<file path="src/rtl/imem_load_ctrl_if.sv">
// ---------------------------------------------------------------------------
// imem_load_ctrl_if
// Bundles the request/stream inputs and the RAM/status outputs of the
// instruction-RAM load sequencer.
//   master : the environment side (UART RX, front panel) drives the
//            requests and observes the RAM controls and status
//   slave  : the sequencer itself, which consumes the requests and drives
//            the RAM controls and status
// Signals
//   rx_data[7:0], rx_valid          UART byte stream
//   load_req, debug_req, run_req    1-clk mode requests
//   abort, step                     1-clk pulses
//   ram_mode[1:0]                   0 write, 1 debug read, 2 CPU fetch
//   ram_data[7:0], ram_load         RAM write data and 1-clk strobe
//   ram_debug                       RAM debug-step level
//   cpu_en, loaded, err             status flags
//   byte_count[3:0], state[1:0]     progress and sequencer state
// ---------------------------------------------------------------------------
interface imem_load_ctrl_if;
  logic [7:0] rx_data;
  logic       rx_valid;
  logic       load_req;
  logic       debug_req;
  logic       run_req;
  logic       abort;
  logic       step;

  logic [1:0] ram_mode;
  logic [7:0] ram_data;
  logic       ram_load;
  logic       ram_debug;
  logic       cpu_en;
  logic       loaded;
  logic [3:0] byte_count;
  logic       err;
  logic [1:0] state;

  modport master (
    output rx_data, rx_valid, load_req, debug_req, run_req, abort, step,
    input  ram_mode, ram_data, ram_load, ram_debug, cpu_en, loaded,
           byte_count, err, state
  );

  modport slave (
    input  rx_data, rx_valid, load_req, debug_req, run_req, abort, step,
    output ram_mode, ram_data, ram_load, ram_debug, cpu_en, loaded,
           byte_count, err, state
  );
endinterface

</file>
<file path="src/rtl/imem_load_ctrl.sv">
// ---------------------------------------------------------------------------
// imem_load_ctrl
// Sequencer for the byte-wide instruction RAM. Loads a length-prefixed
// program from the UART byte stream, steps the RAM debug read pointer, and
// hands the RAM to the CPU for fetch. All outputs are registered.
// Ports
//   clk  : system clock (9600 Hz)
//   rst  : asynchronous, active-high reset
//   bus  : imem_load_ctrl_if.slave (requests in, RAM controls/status out)
// Parameters
//   DEPTH          : RAM locations, legal program length 1..DEPTH (<=15)
//   TIMEOUT_CYCLES : idle clocks between bytes before a load is abandoned
//   STEP_HOLD      : clocks ram_debug is held high per step
// ---------------------------------------------------------------------------
module imem_load_ctrl #(
  parameter int DEPTH          = 6,
  parameter int TIMEOUT_CYCLES = 9600,
  parameter int STEP_HOLD      = 2
) (
  input  logic              clk,
  input  logic              rst,
  imem_load_ctrl_if.slave   bus
);

  localparam int TW = $clog2(TIMEOUT_CYCLES + 1);
  localparam int SW = $clog2(STEP_HOLD + 2);
  localparam logic [TW-1:0] TIMER_LIMIT = TW'(TIMEOUT_CYCLES - 1);

  localparam logic [1:0] MODE_WRITE = 2'd0;
  localparam logic [1:0] MODE_DEBUG = 2'd1;
  localparam logic [1:0] MODE_CPU   = 2'd2;

  typedef enum logic [1:0] {
    S_IDLE  = 2'd0,
    S_LOAD  = 2'd1,
    S_DEBUG = 2'd2,
    S_RUN   = 2'd3
  } state_t;

  state_t          state_q, state_d;
  logic [1:0]      ram_mode_q, ram_mode_d;
  logic [7:0]      ram_data_q, ram_data_d;
  logic            ram_load_q, ram_load_d;
  logic            ram_debug_q, ram_debug_d;
  logic            cpu_en_q, cpu_en_d;
  logic            loaded_q, loaded_d;
  logic [3:0]      byte_count_q, byte_count_d;
  logic            err_q, err_d;
  logic [3:0]      len_q, len_d;
  logic            have_len_q, have_len_d;
  logic            done_q, done_d;
  logic [TW-1:0]   timer_q, timer_d;
  logic [SW-1:0]   step_cnt_q, step_cnt_d;
  logic [3:0]      bc_inc;

  always_ff @(posedge clk or posedge rst) begin
    if (rst) begin
      state_q      <= S_IDLE;
      ram_mode_q   <= MODE_CPU;
      ram_data_q   <= '0;
      ram_load_q   <= 1'b0;
      ram_debug_q  <= 1'b0;
      cpu_en_q     <= 1'b0;
      loaded_q     <= 1'b0;
      byte_count_q <= '0;
      err_q        <= 1'b0;
      len_q        <= '0;
      have_len_q   <= 1'b0;
      done_q       <= 1'b0;
      timer_q      <= '0;
      step_cnt_q   <= '0;
    end else begin
      state_q      <= state_d;
      ram_mode_q   <= ram_mode_d;
      ram_data_q   <= ram_data_d;
      ram_load_q   <= ram_load_d;
      ram_debug_q  <= ram_debug_d;
      cpu_en_q     <= cpu_en_d;
      loaded_q     <= loaded_d;
      byte_count_q <= byte_count_d;
      err_q        <= err_d;
      len_q        <= len_d;
      have_len_q   <= have_len_d;
      done_q       <= done_d;
      timer_q      <= timer_d;
      step_cnt_q   <= step_cnt_d;
    end
  end

  always_comb begin
    state_d      = state_q;
    ram_data_d   = ram_data_q;
    ram_load_d   = 1'b0;
    ram_debug_d  = 1'b0;
    loaded_d     = loaded_q;
    byte_count_d = byte_count_q;
    err_d        = err_q;
    len_d        = len_q;
    have_len_d   = have_len_q;
    done_d       = 1'b0;
    timer_d      = timer_q;
    step_cnt_d   = '0;
    bc_inc       = byte_count_q + 4'd1;

    if (bus.abort) begin
      // Abort overrides everything, including a same-cycle rx byte.
      state_d    = S_IDLE;
      have_len_d = 1'b0;
    end else begin
      case (state_q)
        S_IDLE: begin
          if (bus.load_req) begin
            state_d      = S_LOAD;
            err_d        = 1'b0;
            loaded_d     = 1'b0;
            byte_count_d = '0;
            timer_d      = '0;
            len_d        = '0;
            have_len_d   = 1'b0;
          end else if (bus.debug_req && loaded_q) begin
            state_d = S_DEBUG;
          end else if (bus.run_req && loaded_q) begin
            state_d = S_RUN;
          end
        end

        S_LOAD: begin
          if (done_q) begin
            // Last write was issued with MODE still 0; release the RAM now.
            state_d    = S_IDLE;
            loaded_d   = 1'b1;
            have_len_d = 1'b0;
          end else if (bus.rx_valid) begin
            timer_d = '0;
            if (!have_len_q) begin
              if (bus.rx_data == 8'd0 || bus.rx_data > 8'(DEPTH)) begin
                err_d   = 1'b1;
                state_d = S_IDLE;
              end else begin
                len_d      = bus.rx_data[3:0];
                have_len_d = 1'b1;
              end
            end else begin
              ram_data_d   = bus.rx_data;
              ram_load_d   = 1'b1;
              byte_count_d = bc_inc;
              if (bc_inc == len_q) begin
                done_d = 1'b1;
              end
            end
          end else if (timer_q == TIMER_LIMIT) begin
            err_d      = 1'b1;
            loaded_d   = 1'b0;
            state_d    = S_IDLE;
            have_len_d = 1'b0;
          end else begin
            timer_d = timer_q + TW'(1);
          end
        end

        S_DEBUG: begin
          // step_cnt counts the high phase plus one low clock; a new step is
          // accepted once only the low clock remains.
          if (step_cnt_q > SW'(1)) begin
            step_cnt_d = step_cnt_q - SW'(1);
          end else if (bus.step) begin
            step_cnt_d = SW'(STEP_HOLD + 1);
          end else begin
            step_cnt_d = '0;
          end
          ram_debug_d = (step_cnt_d > SW'(1));
        end

        S_RUN: begin
          state_d = S_RUN;
        end

        default: begin
          state_d = S_IDLE;
        end
      endcase
    end

    case (state_d)
      S_LOAD:  ram_mode_d = MODE_WRITE;
      S_DEBUG: ram_mode_d = MODE_DEBUG;
      default: ram_mode_d = MODE_CPU;
    endcase
    cpu_en_d = (state_d == S_RUN);
  end

  assign bus.state      = state_q;
  assign bus.ram_mode   = ram_mode_q;
  assign bus.ram_data   = ram_data_q;
  assign bus.ram_load   = ram_load_q;
  assign bus.ram_debug  = ram_debug_q;
  assign bus.cpu_en     = cpu_en_q;
  assign bus.loaded     = loaded_q;
  assign bus.byte_count = byte_count_q;
  assign bus.err        = err_q;

endmodule

</file>
<file path="src/flat_wrapper.sv">
// flat-port wrapper written by rule: the top's interface ports become plain ports
module imem_load_ctrl_flat 
#(
  parameter int DEPTH          = 6,
  parameter int TIMEOUT_CYCLES = 9600,
  parameter int STEP_HOLD      = 2
)
  (clk, rst, bus_rx_data, bus_rx_valid, bus_load_req, bus_debug_req, bus_run_req, bus_abort, bus_step, bus_ram_mode, bus_ram_data, bus_ram_load, bus_ram_debug, bus_cpu_en, bus_loaded, bus_byte_count, bus_err, bus_state);
  imem_load_ctrl_if bus_i ();
  input  logic clk;
  input  logic rst;
  input wire logic [$bits(bus_i.rx_data)-1:0] bus_rx_data;
  input wire logic [$bits(bus_i.rx_valid)-1:0] bus_rx_valid;
  input wire logic [$bits(bus_i.load_req)-1:0] bus_load_req;
  input wire logic [$bits(bus_i.debug_req)-1:0] bus_debug_req;
  input wire logic [$bits(bus_i.run_req)-1:0] bus_run_req;
  input wire logic [$bits(bus_i.abort)-1:0] bus_abort;
  input wire logic [$bits(bus_i.step)-1:0] bus_step;
  output wire logic [$bits(bus_i.ram_mode)-1:0] bus_ram_mode;
  output wire logic [$bits(bus_i.ram_data)-1:0] bus_ram_data;
  output wire logic [$bits(bus_i.ram_load)-1:0] bus_ram_load;
  output wire logic [$bits(bus_i.ram_debug)-1:0] bus_ram_debug;
  output wire logic [$bits(bus_i.cpu_en)-1:0] bus_cpu_en;
  output wire logic [$bits(bus_i.loaded)-1:0] bus_loaded;
  output wire logic [$bits(bus_i.byte_count)-1:0] bus_byte_count;
  output wire logic [$bits(bus_i.err)-1:0] bus_err;
  output wire logic [$bits(bus_i.state)-1:0] bus_state;
  assign bus_i.rx_data = bus_rx_data;
  assign bus_i.rx_valid = bus_rx_valid;
  assign bus_i.load_req = bus_load_req;
  assign bus_i.debug_req = bus_debug_req;
  assign bus_i.run_req = bus_run_req;
  assign bus_i.abort = bus_abort;
  assign bus_i.step = bus_step;
  assign bus_ram_mode = bus_i.ram_mode;
  assign bus_ram_data = bus_i.ram_data;
  assign bus_ram_load = bus_i.ram_load;
  assign bus_ram_debug = bus_i.ram_debug;
  assign bus_cpu_en = bus_i.cpu_en;
  assign bus_loaded = bus_i.loaded;
  assign bus_byte_count = bus_i.byte_count;
  assign bus_err = bus_i.err;
  assign bus_state = bus_i.state;
  imem_load_ctrl #(.DEPTH(DEPTH), .TIMEOUT_CYCLES(TIMEOUT_CYCLES), .STEP_HOLD(STEP_HOLD)) u_core (.clk(clk), .rst(rst), .bus(bus_i));
endmodule
</file>
<file path="config.mk">
export PLATFORM = sky130hd
export DESIGN_NAME = imem_load_ctrl_flat
export DESIGN_NICKNAME = d
export VERILOG_FILES = /design/src/rtl/imem_load_ctrl_if.sv /design/src/rtl/imem_load_ctrl.sv /design/src/flat_wrapper.sv
export SDC_FILE = /design/constraint.sdc
export NUM_CORES = 1
export LEC_CHECK = 0
export CAP_MARGIN = 20
export CORE_UTILIZATION = 45
export CTS_CLUSTER_DIAMETER = 120
export DETAILED_ROUTE_END_ITERATION = 12
export PLACE_DENSITY = 0.74
export SLEW_MARGIN = 20
export SYNTH_ARGS = -nofsm -noshare
export SYNTH_HDL_FRONTEND = slang
export SYNTH_SLANG_ARGS = --single-unit
</file>
<file path="constraint.sdc">
create_clock -name clk -period 1.9 [get_ports clk]
set_input_delay 0.38 -clock clk [delete_from_list [all_inputs] [get_ports clk]]
set_output_delay 0.38 -clock clk [all_outputs]
set_load 0.05 [all_outputs]
</file>
==> report_table.html <==
<table>
<tr><th>Metric</th><th>Value</th></tr>
<tr><th colspan="2">Synth</th></tr>
<tr><td>Unique masters post-synth</td><td>48</td></tr>
<tr><td>Count of flip-flops with a built-in enable after synthesis</td><td>0</td></tr>
<tr><td>Post-synthesis cell area</td><td>between 0.002 and 0.0025 mm²</td></tr>
<tr><td>Proportion of register bits with asynchronous set or reset after synthesis</td><td>1.00</td></tr>
<tr><td>Post-synthesis cell count</td><td>slightly below 200</td></tr>
<tr><td>Dominant register cell in the synthesized netlist</td><td>sky130_fd_sc_hd__dfrtp_1</td></tr>
<tr><td>Fraction of the yosys area taken by sequential cells</td><td>0.504</td></tr>
<tr><td>Synth warn</td><td>0</td></tr>
<tr><td>Synth Net Count</td><td>approximately 210</td></tr>
<tr><td>FF+latch count, synth</td><td>42</td></tr>
<tr><td>Post-synthesis area per instance</td><td>10.8 µm²</td></tr>
<tr><th colspan="2">Routing</th></tr>
<tr><td>Residual DRC count</td><td>0</td></tr>
<tr><td>Post-route antenna net violation count</td><td>0</td></tr>
<tr><td>Total Wirelength</td><td>about 4800 µm</td></tr>
<tr><td>Total via count after detailed routing</td><td>about 1.8k</td></tr>
<tr><td>WL/cell</td><td>between 10 and 15 µm</td></tr>
<tr><td>Vias per cell</td><td>about 5.5</td></tr>
<tr><td>Detailed Route Iter0 Violations</td><td>between 100 and 150</td></tr>
<tr><td>First drt pass iteration count</td><td>4</td></tr>
<tr><th colspan="2">STA</th></tr>
<tr><td>Worst Hold Margin</td><td>0.360 ns</td></tr>
<tr><td>Number of hold-slack violations in the final timing report</td><td>0</td></tr>
<tr><td>Max frequency</td><td>between 500 and 600 MHz</td></tr>
<tr><td>Final setup viols</td><td>0</td></tr>
<tr><td>Actual slew at the worst max-slew pin</td><td>0.783 ns</td></tr>
<tr><td>Slew Limit Fails</td><td>0</td></tr>
<tr><td>PnR worst setup slack</td><td>approximately 0.054 ns</td></tr>
<tr><td>Minimum clock period</td><td>between 1.5 and 2 ns</td></tr>
<tr><td>Post-route clock period utilization</td><td>0.972</td></tr>
<tr><td>Headroom to the max-slew limit</td><td>0.465</td></tr>
<tr><td>Worst setup skew after layout</td><td>between 0.004 and 0.005 ns</td></tr>
<tr><th colspan="2">Worst setup path</th></tr>
<tr><td>Critical path capture point type</td><td>register</td></tr>
<tr><td>Launching instance or port of the critical path</td><td>bus_load_req</td></tr>
<tr><td>Largest fanout of any net on the critical path</td><td>4</td></tr>
<tr><td>Arrival time reported for the critical path endpoint</td><td>around 2 ns</td></tr>
<tr><td>Crit Reg-Reg Startpoint</td><td>u_core.timer_q[7]</td></tr>
<tr><td>Worst Setup Start Kind</td><td>primary input</td></tr>
<tr><td>Endpoint required time on the critical path</td><td>between 2 and 2.5 ns</td></tr>
<tr><td>WS Path Type</td><td>in2reg</td></tr>
<tr><th colspan="2">Pwr</th></tr>
<tr><td>Power per standard cell area</td><td>between 600 and 700 mW/mm²</td></tr>
<tr><td>Leakage power of the design</td><td>between 1 and 1.5 nW</td></tr>
<tr><td>Worst vdd rail ir drop</td><td>between 0.5 and 0.6 mV</td></tr>
<tr><th colspan="2">Clock network</th></tr>
<tr><td>Clock tree from TritonCTS</td><td>yes</td></tr>
<tr><td>Clk pin slew, worst setup/hold paths</td><td>approximately 0.080 ns</td></tr>
<tr><td>Cell at the root of the clock tree</td><td>sky130_fd_sc_hd__clkbuf_8</td></tr>
<tr><td>Number of buffers created by CTS</td><td>5</td></tr>
<tr><td>Number of sinks handled by clock tree synthesis</td><td>42</td></tr>
<tr><td>H-tree lvl count</td><td>2</td></tr>
<tr><td>Hold buffers post-CTS</td><td>0</td></tr>
<tr><td>Clock insertion delay at the later pin of the skew report</td><td>around 0.30 ns</td></tr>
<tr><td>Clk buf depth</td><td>2</td></tr>
<tr><th colspan="2">Finish</th></tr>
<tr><td>Antenna cells</td><td>0</td></tr>
<tr><td>End-of-flow core utilization</td><td>0.665</td></tr>
<tr><td>Layout cells sized above 1</td><td>0.316</td></tr>
<tr><td>Count of placed standard cells in the final layout, fillers left out</td><td>around 320</td></tr>
<tr><td>Footprint of the multi-input gates</td><td>approximately 0.0010 mm²</td></tr>
<tr><td>Sequential cell area in the final layout</td><td>between 0.001 and 0.0015 mm²</td></tr>
<tr><td>Summed area of non-filler cells in the final layout</td><td>0.00293 mm²</td></tr>
<tr><td>Nets@finish</td><td>289</td></tr>
<tr><td>Layout fillers</td><td>roughly 340</td></tr>
<tr><td>Area growth from synthesis to final layout</td><td>40.5%</td></tr>
<tr><th colspan="2">Placement</th></tr>
<tr><td>Cell count after placement</td><td>315</td></tr>
<tr><td>Placed wire-length estimate</td><td>about 3500 µm</td></tr>
<tr><td>Placer congestion estimate</td><td>0.798</td></tr>
<tr><td>Port bufs</td><td>36</td></tr>
<tr><td>Worst setup slack after placement</td><td>-0.433 ns</td></tr>
<tr><td>Placed cell area</td><td>about 0.0027 mm²</td></tr>
<tr><th colspan="2">Min path</th></tr>
<tr><td>Source of the worst hold timing path</td><td>bus_rx_data[4]</td></tr>
<tr><td>Path category of the worst min-delay check</td><td>in2reg</td></tr>
<tr><th colspan="2">Floorplanning</th></tr>
<tr><td>Starting density of the core</td><td>0.473</td></tr>
<tr><td>Number of placement rows</td><td>24</td></tr>
<tr><td>X dimension of the die</td><td>70.1 µm</td></tr>
<tr><td>Die Area</td><td>0.00492 mm²</td></tr>
<tr><td>Count of pins on the block boundary</td><td>37</td></tr>
<tr><td>Die extent in y</td><td>between 70 and 80 µm</td></tr>
<tr><td>Core area</td><td>0.00441 mm²</td></tr>
<tr><th colspan="2">Status</th></tr>
<tr><td>Outcome</td><td>finished clean</td></tr>
<tr><th colspan="2">Global routing</th></tr>
<tr><td>Wire length of the first global-routing pass</td><td>8000 µm</td></tr>
<tr><td>Initial antenna violation count</td><td>0</td></tr>
<tr><td>Maximum number of pins on one net before global-route repair</td><td>43</td></tr>
<tr><td>Number of global-route vias before repair</td><td>roughly 1.8k</td></tr>
<tr><td>Sum of overflow across all layers after global routing</td><td>0</td></tr>
<tr><td>Total GRT Usage</td><td>0.206</td></tr>
<tr><th colspan="2">Run</th></tr>
<tr><td>Count of max-cap constraint violations</td><td>0</td></tr>
</table>
-- sequential cells by signal, indices dropped and copies added (netlist names), 2 cells and up --
signal and count:
u_core.bus.ram_data 8, u_core.timer_q 14, u_core.bus.ram_mode 2, u_core.bus.state 2, u_core.len_q 4, u_core.bus.byte_count 4
-- critical path, stage by stage --
cell                              delay (ns)
sky130_fd_sc_hd__clkdlybuf4s50_1        0.48
sky130_fd_sc_hd__buf_4                  0.11
sky130_fd_sc_hd__nor2_1                 0.05
sky130_fd_sc_hd__a2111oi_0              0.70
sky130_fd_sc_hd__nor3_4                 0.11
sky130_fd_sc_hd__and2_1                 0.19
-- stage by stage --
stage / power (mW) / setup TNS [ns]
after detailed placement: 1.25 / -4.08
after global placement: 1.24 / -3.49
final: 1.98 / 0
after floorplan: 1.10 / 0
after global routing: 2.06 / -0.0999
after CTS: 1.98 / 0
-- layout by cell type, fill, tap and decap left out, types with 3 or more instances in the layout --
cell type                         Yosys  layout
sky130_fd_sc_hd__xor2_1               4       4
sky130_fd_sc_hd__inv_1                5       5
sky130_fd_sc_hd__and3_1               5       5
sky130_fd_sc_hd__a22o_1               5       5
sky130_fd_sc_hd__nor2_1              17      16
sky130_fd_sc_hd__clkdlybuf4s50_1      0      20
sky130_fd_sc_hd__nor3_1               4       3
sky130_fd_sc_hd__xnor2_1              7       7
sky130_fd_sc_hd__clkbuf_8             0       6
sky130_fd_sc_hd__nand2_1             13      13
sky130_fd_sc_hd__buf_4                0      48
sky130_fd_sc_hd__nor2b_1              3       3
sky130_fd_sc_hd__dlymetal6s2s_1       0       4
sky130_fd_sc_hd__o21ai_0             11      11
sky130_fd_sc_hd__and2_1               4       3
sky130_fd_sc_hd__and4_1               3       3
sky130_fd_sc_hd__mux2_2              10      10
sky130_fd_sc_hd__dfrtp_1             41      40
sky130_fd_sc_hd__nand3_1              8       8
sky130_fd_sc_hd__a21oi_1              9       9
-- metal layers --
metal / vias to the layer above / global-route usage / wire length (µm)
met2: 40 / 0.343 / 2410
met4: 0 / 0.0556 / 48
li1: 862 / - / -
met1: 889 / 0.271 / 2150
met5: - / 0 / 0
met3: 6 / 0.0433 / 162
-- final cells by class --
cell class                      instances  share of cell area
Multi-Input combinational cell        144               0.358
Tap cell                               52              0.0222
Timing Repair Buffer                   73               0.215
Clock buffer                            7              0.0294
Inverter                                5             0.00640
Clock inverter                          1              0.0102
Sequential cell                        42               0.359
-- cell usage after synthesis (2+ instances only) --
master,number,area [µm²]
sky130_fd_sc_hd__mux2i_1,2,20.0
sky130_fd_sc_hd__ha_1,2,25.0
sky130_fd_sc_hd__nand2_1,13,48.8
sky130_fd_sc_hd__nand4_1,2,12.5
sky130_fd_sc_hd__buf_2,2,10.0
sky130_fd_sc_hd__nand3_1,8,40.0
sky130_fd_sc_hd__inv_1,5,18.8
sky130_fd_sc_hd__nor3_2,2,20.0
sky130_fd_sc_hd__xnor2_1,7,61.3
sky130_fd_sc_hd__and4_1,3,26.3
sky130_fd_sc_hd__mux2_2,10,113
sky130_fd_sc_hd__o21ai_2,2,17.5
sky130_fd_sc_hd__and2_1,4,25.0
sky130_fd_sc_hd__or4_1,2,15.0
sky130_fd_sc_hd__a21oi_1,9,45.0
sky130_fd_sc_hd__a22o_1,5,43.8
sky130_fd_sc_hd__and3_1,5,31.3
sky130_fd_sc_hd__a211oi_1,2,15.0
sky130_fd_sc_hd__a31oi_1,2,12.5
sky130_fd_sc_hd__o31ai_1,2,15.0
sky130_fd_sc_hd__nor2b_1,3,18.8
sky130_fd_sc_hd__dfrtp_1,41,1030
sky130_fd_sc_hd__nor4bb_1,2,20.0
sky130_fd_sc_hd__o221ai_1,2,17.5
sky130_fd_sc_hd__nor4_1,2,12.5
sky130_fd_sc_hd__nor3_1,4,20.0
sky130_fd_sc_hd__nor2_1,17,63.8
sky130_fd_sc_hd__xor2_1,4,35.0
sky130_fd_sc_hd__o21ai_0,11,55.1
-- final timing paths --
kind / endpoint / slack [ns] / depth (start not counted)
hold / removal: u_core.bus.ram_data[4] / 0.36 / 2
setup reg to reg: u_core.bus.ram_mode[1] / 0.13 / 6
max in group asynchronous: u_core.bus.ram_mode[1] / 1.20 / 3
hold reg to reg: u_core.len_q[3] / 0.52 / 1
min in group asynchronous: u_core.bus.ram_data[1] / 0.42 / 3
setup / recovery: u_core.bus.ram_mode[0] / 0.05 / 6
-- power by group --
part           total, mW  internal, mW  switching [mW]
logic              0.303         0.137           0.166
registers          0.934         0.914          0.0201
clock network      0.742         0.429           0.313
-- logic make-up after synthesis --
family / after synthesis / share of synthesized area
compound gates: 43 / 0.143
xor+xnor: 11 / 0.0461
simple gates: 76 / 0.213
buf+inv: 8 / 0.0192
flops: 42 / 0.504
fa+ha+maj: 2 / 0.0120
mux: 12 / 0.0635
-- what timing repair did --
| action | CTS | global route |
|---|---|---|
| endpoints found under the setup margin | 7 | 7 |
| endpoints found under the hold margin | 0 | 0 |
| pin swaps | 1 | 4 |
| buffers inserted | 1 | 0 |
| gates resized for setup | 1 | 12 |
Note: power is estimated with default switching activity, not from simulation.
